==> src/rtl/team_06_lcd_i2c.sv <==
`default_nettype none
// ============================================================================
// Module   : team_06_lcd_i2c
// Purpose  : I2C master that delivers one 4-bit LCD command to a PCF8574-style
//            backpack as START, address byte, byte with EN=1, byte with EN=0,
//            STOP, followed by a settle gap before the next command is taken.
// Revision : 1.0 - initial release
// ----------------------------------------------------------------------------
// Ports:
//   clk        in   system clock
//   rst        in   asynchronous reset, active high
//   lcdOut     in   [5]=R/W, [4]=RS, [3:0]=DB7-4
//   trans      in   request to transmit lcdOut
//   sda_i      in   sampled SDA line
//   scl        out  I2C clock (push-pull)
//   sda_oe     out  1 = pull SDA low, 0 = release
//   i2cState   out  BEGINS=0, SEND=1, ACK=2, ENDS=3, OFF=4
//   ready      out  one-cycle pulse when the command has been delivered
//   commsError out  one-cycle pulse when a NACK aborted the transaction
// ============================================================================
module team_06_lcd_i2c #(
    parameter int unsigned CLK_DIV    = 25,
    parameter logic [6:0]  I2C_ADDR   = 7'h27,
    parameter int unsigned GAP_CYCLES = 2000,
    parameter logic        BACKLIGHT  = 1'b1
) (
    input  logic       clk,
    input  logic       rst,
    input  logic [5:0] lcdOut,
    input  logic       trans,
    input  logic       sda_i,
    output logic       scl,
    output logic       sda_oe,
    output logic [2:0] i2cState,
    output logic       ready,
    output logic       commsError
);

    localparam int unsigned CNT_W = (CLK_DIV > 1) ? $clog2(CLK_DIV) : 1;
    localparam int unsigned GAP_W = (GAP_CYCLES > 1) ? $clog2(GAP_CYCLES + 1) : 1;
    localparam logic [CNT_W-1:0] c_cnt_max = CNT_W'(CLK_DIV - 1);
    localparam logic [GAP_W-1:0] c_gap_max = GAP_W'(GAP_CYCLES - 1);

    // S_GAP is the post-STOP settle period; it is reported as ENDS.
    typedef enum logic [2:0] {
        S_BEGINS = 3'd0,
        S_SEND   = 3'd1,
        S_ACK    = 3'd2,
        S_ENDS   = 3'd3,
        S_OFF    = 3'd4,
        S_GAP    = 3'd5
    } state_t;

    state_t             state_q, state_d;
    logic [CNT_W-1:0]   cnt_q, cnt_d;       // cycles within a phase
    logic [1:0]         phase_q, phase_d;   // quarter of the SCL period
    logic [2:0]         bit_q, bit_d;       // data bit index, 0 = MSB
    logic [1:0]         byte_q, byte_d;     // 0 = address, 1 = EN high, 2 = EN low
    logic [5:0]         cmd_q, cmd_d;
    logic [GAP_W-1:0]   gap_q, gap_d;
    logic               nack_q, nack_d;     // sticky for the rest of the transaction
    logic               scl_q, scl_d;
    logic               sda_oe_q, sda_oe_d;
    logic [2:0]         i2cState_q, i2cState_d;
    logic               ready_q, ready_d;
    logic               err_q, err_d;

    logic               w_tick;
    logic               w_bit_end;
    logic [7:0]         w_byte;
    logic               w_bitval;

    always_ff @(posedge clk or posedge rst) begin
        if (rst) begin
            state_q    <= S_OFF;
            cnt_q      <= '0;
            phase_q    <= '0;
            bit_q      <= '0;
            byte_q     <= '0;
            cmd_q      <= '0;
            gap_q      <= '0;
            nack_q     <= 1'b0;
            scl_q      <= 1'b1;
            sda_oe_q   <= 1'b0;
            i2cState_q <= S_OFF;
            ready_q    <= 1'b0;
            err_q      <= 1'b0;
        end else begin
            state_q    <= state_d;
            cnt_q      <= cnt_d;
            phase_q    <= phase_d;
            bit_q      <= bit_d;
            byte_q     <= byte_d;
            cmd_q      <= cmd_d;
            gap_q      <= gap_d;
            nack_q     <= nack_d;
            scl_q      <= scl_d;
            sda_oe_q   <= sda_oe_d;
            i2cState_q <= i2cState_d;
            ready_q    <= ready_d;
            err_q      <= err_d;
        end
    end

    // Next-state logic. Bus outputs are computed from the *next* state/phase
    // so that the registered pins line up with the state registers.
    always_comb begin
        state_d   = state_q;
        cnt_d     = cnt_q;
        phase_d   = phase_q;
        bit_d     = bit_q;
        byte_d    = byte_q;
        cmd_d     = cmd_q;
        gap_d     = gap_q;
        nack_d    = nack_q;
        w_tick    = (cnt_q == c_cnt_max);
        w_bit_end = w_tick && (phase_q == 2'd3);

        if (state_q inside {S_BEGINS, S_SEND, S_ACK, S_ENDS}) begin
            if (w_tick) begin
                cnt_d   = '0;
                phase_d = phase_q + 2'd1;
            end else begin
                cnt_d   = cnt_q + 1'b1;
            end
        end

        case (state_q)
            S_OFF: begin
                // The ready cycle is excluded so a held trans cannot resend
                // the previous command before the host has advanced lcdOut.
                if (trans && !ready_q) begin
                    state_d = S_BEGINS;
                    cmd_d   = lcdOut;
                    byte_d  = 2'd0;
                    nack_d  = 1'b0;
                end
            end
            S_BEGINS: begin
                if (w_bit_end) state_d = S_SEND;
            end
            S_SEND: begin
                if (w_bit_end) begin
                    if (bit_q == 3'd7) state_d = S_ACK;
                    else               bit_d   = bit_q + 3'd1;
                end
            end
            S_ACK: begin
                if (w_tick && (phase_q == 2'd2)) nack_d = sda_i;
                if (w_bit_end) begin
                    if (nack_q || (byte_q == 2'd2)) begin
                        state_d = S_ENDS;
                    end else begin
                        state_d = S_SEND;
                        byte_d  = byte_q + 2'd1;
                    end
                end
            end
            S_ENDS: begin
                if (w_bit_end) state_d = nack_q ? S_OFF : S_GAP;
            end
            S_GAP: begin
                if (gap_q == c_gap_max) state_d = S_OFF;
                else                    gap_d   = gap_q + 1'b1;
            end
            default: state_d = S_OFF;
        endcase

        if (state_d != state_q) begin
            cnt_d   = '0;
            phase_d = '0;
            bit_d   = '0;
            gap_d   = '0;
        end

        case (byte_d)
            2'd0:    w_byte = {I2C_ADDR, 1'b0};
            2'd1:    w_byte = {cmd_d[3:0], BACKLIGHT, 1'b1, cmd_d[5], cmd_d[4]};
            default: w_byte = {cmd_d[3:0], BACKLIGHT, 1'b0, cmd_d[5], cmd_d[4]};
        endcase
        w_bitval = w_byte[3'd7 - bit_d];

        scl_d      = 1'b1;
        sda_oe_d   = 1'b0;
        i2cState_d = state_d;
        case (state_d)
            S_BEGINS: sda_oe_d = phase_d[1];
            S_SEND: begin
                scl_d    = phase_d[1];
                sda_oe_d = ~w_bitval;
            end
            S_ACK:    scl_d = phase_d[1];
            S_ENDS: begin
                scl_d    = (phase_d != 2'd0);
                sda_oe_d = (phase_d != 2'd3);
            end
            S_GAP:    i2cState_d = S_ENDS;
            default:  ;
        endcase

        ready_d = (state_q == S_GAP)  && (state_d == S_OFF);
        err_d   = (state_q == S_ENDS) && (state_d == S_OFF);
    end

    assign scl        = scl_q;
    assign sda_oe     = sda_oe_q;
    assign i2cState   = i2cState_q;
    assign ready      = ready_q;
    assign commsError = err_q;

endmodule
`default_nettype wire
==> config.mk <==
export PLATFORM = sky130hd
export DESIGN_NAME = team_06_lcd_i2c
export DESIGN_NICKNAME = d
export VERILOG_FILES = /design/src/rtl/team_06_lcd_i2c.sv
export SDC_FILE = /design/constraint.sdc
export NUM_CORES = 1
export LEC_CHECK = 0
export ABC_AREA = 1
export CAP_MARGIN = 25
export CORE_MARGIN = 5
export CORE_UTILIZATION = 25
export CTS_BUF_LIST = sky130_fd_sc_hd__clkbuf_4 sky130_fd_sc_hd__clkbuf_8
export CTS_CLUSTER_SIZE = 20
export DETAILED_ROUTE_END_ITERATION = 7
export GPL_TIMING_DRIVEN = 0
export PLACE_DENSITY_LB_ADDON = 0.1
export SYNTH_ARGS = -nofsm -noshare
export SYNTH_HDL_FRONTEND = slang
export SYNTH_SLANG_ARGS = --single-unit
==> constraint.sdc <==
create_clock -name clk -period 4.8 [get_ports clk]
set_input_delay 0.96 -clock clk [delete_from_list [all_inputs] [get_ports clk]]
set_output_delay 0.96 -clock clk [all_outputs]
set_load 0.01 [all_outputs]
* Word-level counts from Yosys, hierarchy flattened
Index checks and enable logic that the tools add are counted.
** Word-level totals
- Register bits after elaboration :: 40
- Input bits :: 10
- Word-level logic and storage cells :: 99
** Operators by class
- Add/subtract/negate cells :: 6
- Magnitude comparators :: 1
- Equal/unequal tests :: 22
- Mux-type cells :: 38
- Bitwise logic cells :: 1
- Reductions and logical operators :: 18
** Operator list (count)
- two-way mux 3 bit :: 12
- two-way mux 11 bit :: 3
- case mux 3 bit (6 select lines) :: 1
- case mux 8 bit (2 select lines) :: 1
- equality test 3 bit, second input constant :: 5
- two-way mux 5 bit :: 3
- two-way mux 2 bit :: 7
- equality test 3 x 2 -> 1 bit, second input constant :: 4
- two-way mux 6 bit :: 2
- adder 11 x 1 -> 11 bit, second input constant :: 1
- equality test 11 bit, second input constant :: 1
- nonzero test 2 bit :: 4
- equality test 2 bit, second input constant :: 3
- equality test 3 x 1 -> 1 bit, second input constant :: 2
- zero test 3 bit :: 2
- adder 5 x 1 -> 5 bit, second input constant :: 1
- equality test 5 bit, second input constant :: 1
- logical AND 1 bit :: 5
- adder 2 x 1 -> 2 bit, second input constant :: 2
- < comparator 3 x 4 -> 1 bit, second input constant :: 1
- two-way mux 1 bit :: 4
- inequality test 2 x 1 -> 1 bit, second input constant :: 2
- inequality test 2 bit, second input constant :: 2
- case mux 1 bit (2 select lines) :: 2
- other kinds (15) :: 15

* Depth between registers and ports, before layout
- Word-level depth :: 12
- Depth in mapped cells :: 19

* Worst setup path before layout
Ideal clock, no wire load.
- Path type :: input to register
- Start :: input port trans
- End :: register sda_oe_q (netlist: sda_oe)
- Data arrival time :: 2.068 ns
- Setup slack :: 2.667 ns
- Cell stages on the path :: 16
- Path buffers :: 0
- Cells stage by stage :: inv_1 > nor2_1 > nand2_4 > nand2_2 > nand2_1 > nand2_1 > nand2_2 > nor2_4 > inv_2 > nand2_1 > nand2_1 > nand2_1 > nand2_1 > a21oi_1 > nand2_1 > nand2_1
** On the way
- Elaborated cells on any way between the ends :: 22
- Classes of those cells :: 1 x add/sub; 5 x eq/ne; 12 x mux; 1 x bitwise; 3 x reduce/logical
** RTL lines
- start, declared :: line 30 : input logic trans,
- logical AND 1 bit * :: line 132 : if (trans && !ready_q) begin
- two-way mux 2 bit * :: line 132
- case mux 2 bit (2 select lines) * :: line 128 : case (state_q)
- net byte_d[1] :: line 58 : logic [1:0] byte_q, byte_d;
- equality test 2 x 1 -> 1 bit or zero test 2 bit (tied branches) :: line 176 : case (byte_d)
- case mux 8 bit (2 select lines) * :: line 176
- binary-select mux 1 bit (select 3 bit) * :: line 181 : w_bitval = w_byte[3'd7 - bit_d];
- two-way mux 1 bit (not written as such) * :: line 181
- inverter 1 bit * :: line 190 : sda_oe_d = ~w_bitval;
- case mux 1 bit (3 select lines) * :: line 186 : case (state_d)
- net sda_oe_d :: line 63 : logic sda_oe_q, sda_oe_d;
- end signal, assigned :: line 98 : sda_oe_q <= sda_oe_d;
- end, declared :: line 63
Mark *: on every way through the listed nets, which the timed path passes. The rest lies on a longest branch. The select of a mux whose other input is x is not followed.
A chain may end at the register's enable or synchronous reset.

* Final worst setup path
- Start :: input port trans
- End :: register sda_oe_q (netlist: sda_oe)
** On the way
- Word-level cells in the longest chain between the ends :: 10
- Elaborated cells on any way between the ends :: 22
- Classes of those cells :: 1 x add/sub; 5 x eq/ne; 12 x mux; 1 x bitwise; 3 x reduce/logical
** RTL lines
- logical AND 1 bit * :: line 132
- two-way mux 3 bit :: line 132
- case mux 3 bit (6 select lines) :: line 128
- inequality test 3 bit :: line 169 : if (state_d != state_q) begin
- two-way mux 3 bit :: line 169
- subtractor 3 bit :: line 181
- binary-select mux 1 bit (select 3 bit) :: line 181
- two-way mux 1 bit (not written as such) :: line 181
- inverter 1 bit :: line 190
- case mux 1 bit (3 select lines) * :: line 186
- net sda_oe_d :: line 63
Marks and branches as above.

==> out/metrics.json <==
{
  "gp_congestion": {"value": 0.7084},
  "cts_inserted_buffers": {"value": 5},
  "p_leak": {"value": 0.001253, "unit": "uW"},
  "fmax": {"value": 401.5, "unit": "MHz"},
  "place_ws": {"value": 1959, "unit": "ps"},
  "finalNetCount": {"value": 316},
  "synth_enable_flop_cells": {"value": 0},
  "reg2reg_slack": {"value": 2440, "unit": "ps"},
  "yosys_warnings": {"value": 0},
  "cts_hold_buf": {"value": 0},
  "design.die.area": {"value": 0.01127, "unit": "mm^2"},
  "detailedPlacementHpwl": {"value": 3.824, "unit": "mm"},
  "rsz_0062_raised_after_global_routing": {"value": "no"},
  "routed_wire_length_per_instance": {"value": 12.28, "unit": "um"},
  "cpPeakStageDelay": {"value": 390, "unit": "ps"},
  "clock_tree.htree_level_count": {"value": 2},
  "critPathMaxFanout": {"value": 10},
  "die_h": {"value": 106.2, "unit": "um"},
  "yosysTopAreaCell": {"value": "sky130_fd_sc_hd__dfrtp_1"},
  "postSynthAreaPerCell": {"value": 8.408, "unit": "um^2"},
  "top_level_ports": {"value": 17},
  "timing.rr.end": {"value": "sda_oe$_DFF_PP0_"},
  "clk_pin_slew_worst_paths": {"value": 90, "unit": "ps"},
  "final.min_clock_period": {"value": 2490, "unit": "ps"},
  "clk-insertion-delay-late": {"value": 300, "unit": "ps"},
  "setup-tns-final": {"value": 0, "unit": "ps"},
  "drv.max_cap_violation_count": {"value": 0},
  "worst_setup_path_start_kind": {"value": "primary input"},
  "cts-root-buf": {"value": "sky130_fd_sc_hd__clkbuf_8"},
  "io_buffers": {"value": 16},
  "synth_cell_type_count": {"value": 36},
  "first_iter_violations": {"value": 52},
  "hold_end": {"value": "cmd_q[5]$_DFF_PP0_"},
  "hold_path_cells": {"value": 1},
  "timing.critical_path.arrival": {"value": 2680, "unit": "ps"},
  "synthesis.instances": {"value": 275},
  "grt_pass1_vias": {"value": 1779},
  "area_occupied_by_multi_input_gates": {"value": 0.001139, "unit": "mm^2"},
  "cts.repair.resized": {"value": 0},
  "final.setup_skew": {"value": 9.475, "unit": "ps"},
  "cp_cell_sequence": {"value": "clkdlybuf4s50_1 -> inv_1 -> nor2_1 -> nand2_4 -> nand3_1 -> o21bai_1 -> nor2_4 -> nand2_1 -> nor2_1 -> a21oi_1 -> nand2_1 -> nand2_1"},
  "worstPathRequired": {"value": 4990, "unit": "ps"},
  "initial_core_util": {"value": 25.38, "unit": "%"},
  "max-clock-path-buffers": {"value": 2},
  "globalRouteOverflowTotal": {"value": 0},
  "layout-area-overhead-vs-synth": {"value": 18.02, "unit": "%"},
  "min-delay-path-class": {"value": "flip-flop to flip-flop"},
  "cts_sinks": {"value": 40},
  "synth.ff_latch_count": {"value": 40},
  "cts_setup_buffers": {"value": 0},
  "n_antenna_cell": {"value": 0},
  "number_of_pins_exceeding_their_max_slew_limit_in_the_final_report": {"value": 0},
  "hold_path_startpoint": {"value": "cmd_q[5]$_DFF_PP0_"},
  "cpMaxStageDelayCell": {"value": "sky130_fd_sc_hd__clkdlybuf4s50_1"},
  "r2r-start": {"value": "cnt_q[0]$_DFFE_PP0P_"},
  "tritoncts": {"value": "yes"},
  "synthTopCellsByCount": {"value": "sky130_fd_sc_hd__nand2_1 (57), sky130_fd_sc_hd__dfrtp_1 (37), sky130_fd_sc_hd__inv_1 (34), sky130_fd_sc_hd__nor2_1 (28), sky130_fd_sc_hd__nand3_1 (18)"},
  "finalCritPeriodShare": {"value": 51.88, "unit": "%"},
  "worst-setup-path-type": {"value": "primary input to flip-flop"},
  "syn-cell-area": {"value": 0.002312, "unit": "mm^2"},
  "critical_path.endpoint_type": {"value": "flip-flop"},
  "pin_count_of_the_biggest_net_entering_global_routing": {"value": 23},
  "status": {"value": "finished, final reports clean"},
  "core.rowCount": {"value": 35},
  "worst_slack": {"value": 2310, "unit": "ps"},
  "synthesis.nets": {"value": 292},
  "primary_ff_master_synth": {"value": "sky130_fd_sc_hd__dfrtp_1"},
  "timing.critical_path.mode_cell": {"value": "sky130_fd_sc_hd__nand2_1"},
  "core-area": {"value": 0.009109, "unit": "mm^2"},
  "ys_seq_area_share": {"value": 43.45, "unit": "%"},
  "drc": {"value": 0},
  "setup_viol": {"value": 0},
  "drt-pass1-iter-count": {"value": 4},
  "layout.area.seq": {"value": 0.001005, "unit": "mm^2"},
  "floorplan.die.width": {"value": 106.2, "unit": "um"},
  "area_fraction_of_the_dominant_cell_type_after_synthesis": {"value": 40.04, "unit": "%"},
  "via_per_inst": {"value": 4.253},
  "synthTopCellsByArea": {"value": "sky130_fd_sc_hd__dfrtp_1 (40%), sky130_fd_sc_hd__nand2_1 (9.3%), sky130_fd_sc_hd__inv_1 (5.5%)"},
  "layout-drive-gt1-share": {"value": 19.00, "unit": "%"},
  "max_slew.worst_pin.slew": {"value": 478.6, "unit": "ps"},
  "worst-r2r-cell-count": {"value": 13},
  "postSynth.asyncResetShare": {"value": 100.0, "unit": "%"},
  "power_per_cell_area": {"value": 296.9, "unit": "mW/mm^2"},
  "final_antenna_net_count": {"value": 0},
  "vdd_ir_drop_max": {"value": 0.1025, "unit": "mV"},
  "vias": {"value": 1748},
  "crit_startpoint": {"value": "trans"},
  "n_fill_cell": {"value": 981},
  "grt_pass1_wl": {"value": 8.956, "unit": "mm"},
  "slew_headroom": {"value": 68.04, "unit": "%"},
  "report.final.hold_viol_count": {"value": 0},
  "antenna_found_initial": {"value": 0},
  "route.final.wire_length": {"value": 5.048, "unit": "mm"},
  "grt_use_total": {"value": 10.09, "unit": "%"},
  "yosysMostFrequentCell": {"value": "sky130_fd_sc_hd__nand2_1"}
}
## worst max-delay path: cells and delay by family
family | cells | cell delay (ps)
compound gates | 2 | 300
buf+inv | 2 | 450
simple gates | 8 | 980
## worst max path at each step
stage	endpoint	cells after the start
finish	sda_oe$_DFF_PP0_	12
global route	sda_oe$_DFF_PP0_	17
CTS	sda_oe$_DFF_PP0_	12
detailed placement	sda_oe$_DFF_PP0_	12
global placement	cnt_q[3]$_DFFE_PP0P_	2
floorplan	sda_oe$_DFF_PP0_	16
## through the flow
step           power [uW]  cells  util, %  area, um^2  hold slack [ps]
2_1_floorplan       528.0    275        -        2312            461.7
3_3_place_gp        577.6    402    28.67        2611            477.6
3_5_place_dp        581.4    403    28.97        2639            482.2
4_1_cts             828.2    411    29.96        2729            504.5
5_1_grt             872.8    411    29.96        2729            519.0
6_report            810.1    411    29.96        2729            501.8
## state kept, by name, indices dropped and copies added, names as in the netlist
name and count:
cmd_q 6, gap_q 11, commsError 1, state_q 3, i2cState 3, byte_q 2
ready 1, bit_q 3, cnt_q 5, phase_q 2, sda_oe 1, nack_q 1
scl 1
## area by class of cell
type | count | share of cell area [%]
tap | 111 | 5.089
multi-input combinational | 190 | 41.72
clock inverter | 3 | 0.7795
sequential | 40 | 36.82
inverter | 45 | 6.190
clock buffer | 5 | 2.522
timing repair buffer | 17 | 6.878
## metal layers
metal	up-vias	part of all wire, %	track usage (%)
met5	-	0	0
met4	0	1.3	3.053
met3	5	2.6	2.489
met2	19	45	15.84
met1	796	51	13.68
li1	928	-	-
## kinds of logic after synthesis
group / share of synthesized area, %
flip-flops: 43.45
AND/OR/NAND/NOR: 34.47
XOR/XNOR: 2.976
buffers and inverters: 7.305
adder cells (fa/ha/maj): 3.788
multiplexers: 1.948
AO/OA/AOI/OAI: 6.061
## placed cells by master, fill, tap and decap left out, drive strengths merged, types with 3 or more instances in the layout
cell / n
a21oi: 6
clkbuf: 5
clkdlybuf4s50: 16
clkinv: 3
dfrtp: 37
dfstp: 3
ha: 7
inv: 44
mux2: 4
nand2: 65
nand3: 25
nand4: 5
nor2: 39
nor3: 7
nor3b: 4
o21ai: 13
xor2: 6
## report_power, final
| part | total, uW | internal, uW | switching (uW) |
|---|---|---|---|
| clock | 239 | 103 | 136 |
| combinational | 164 | 73.5 | 90.2 |
| sequential | 407 | 380 | 27.0 |
(Power assumes the default switching activity.)
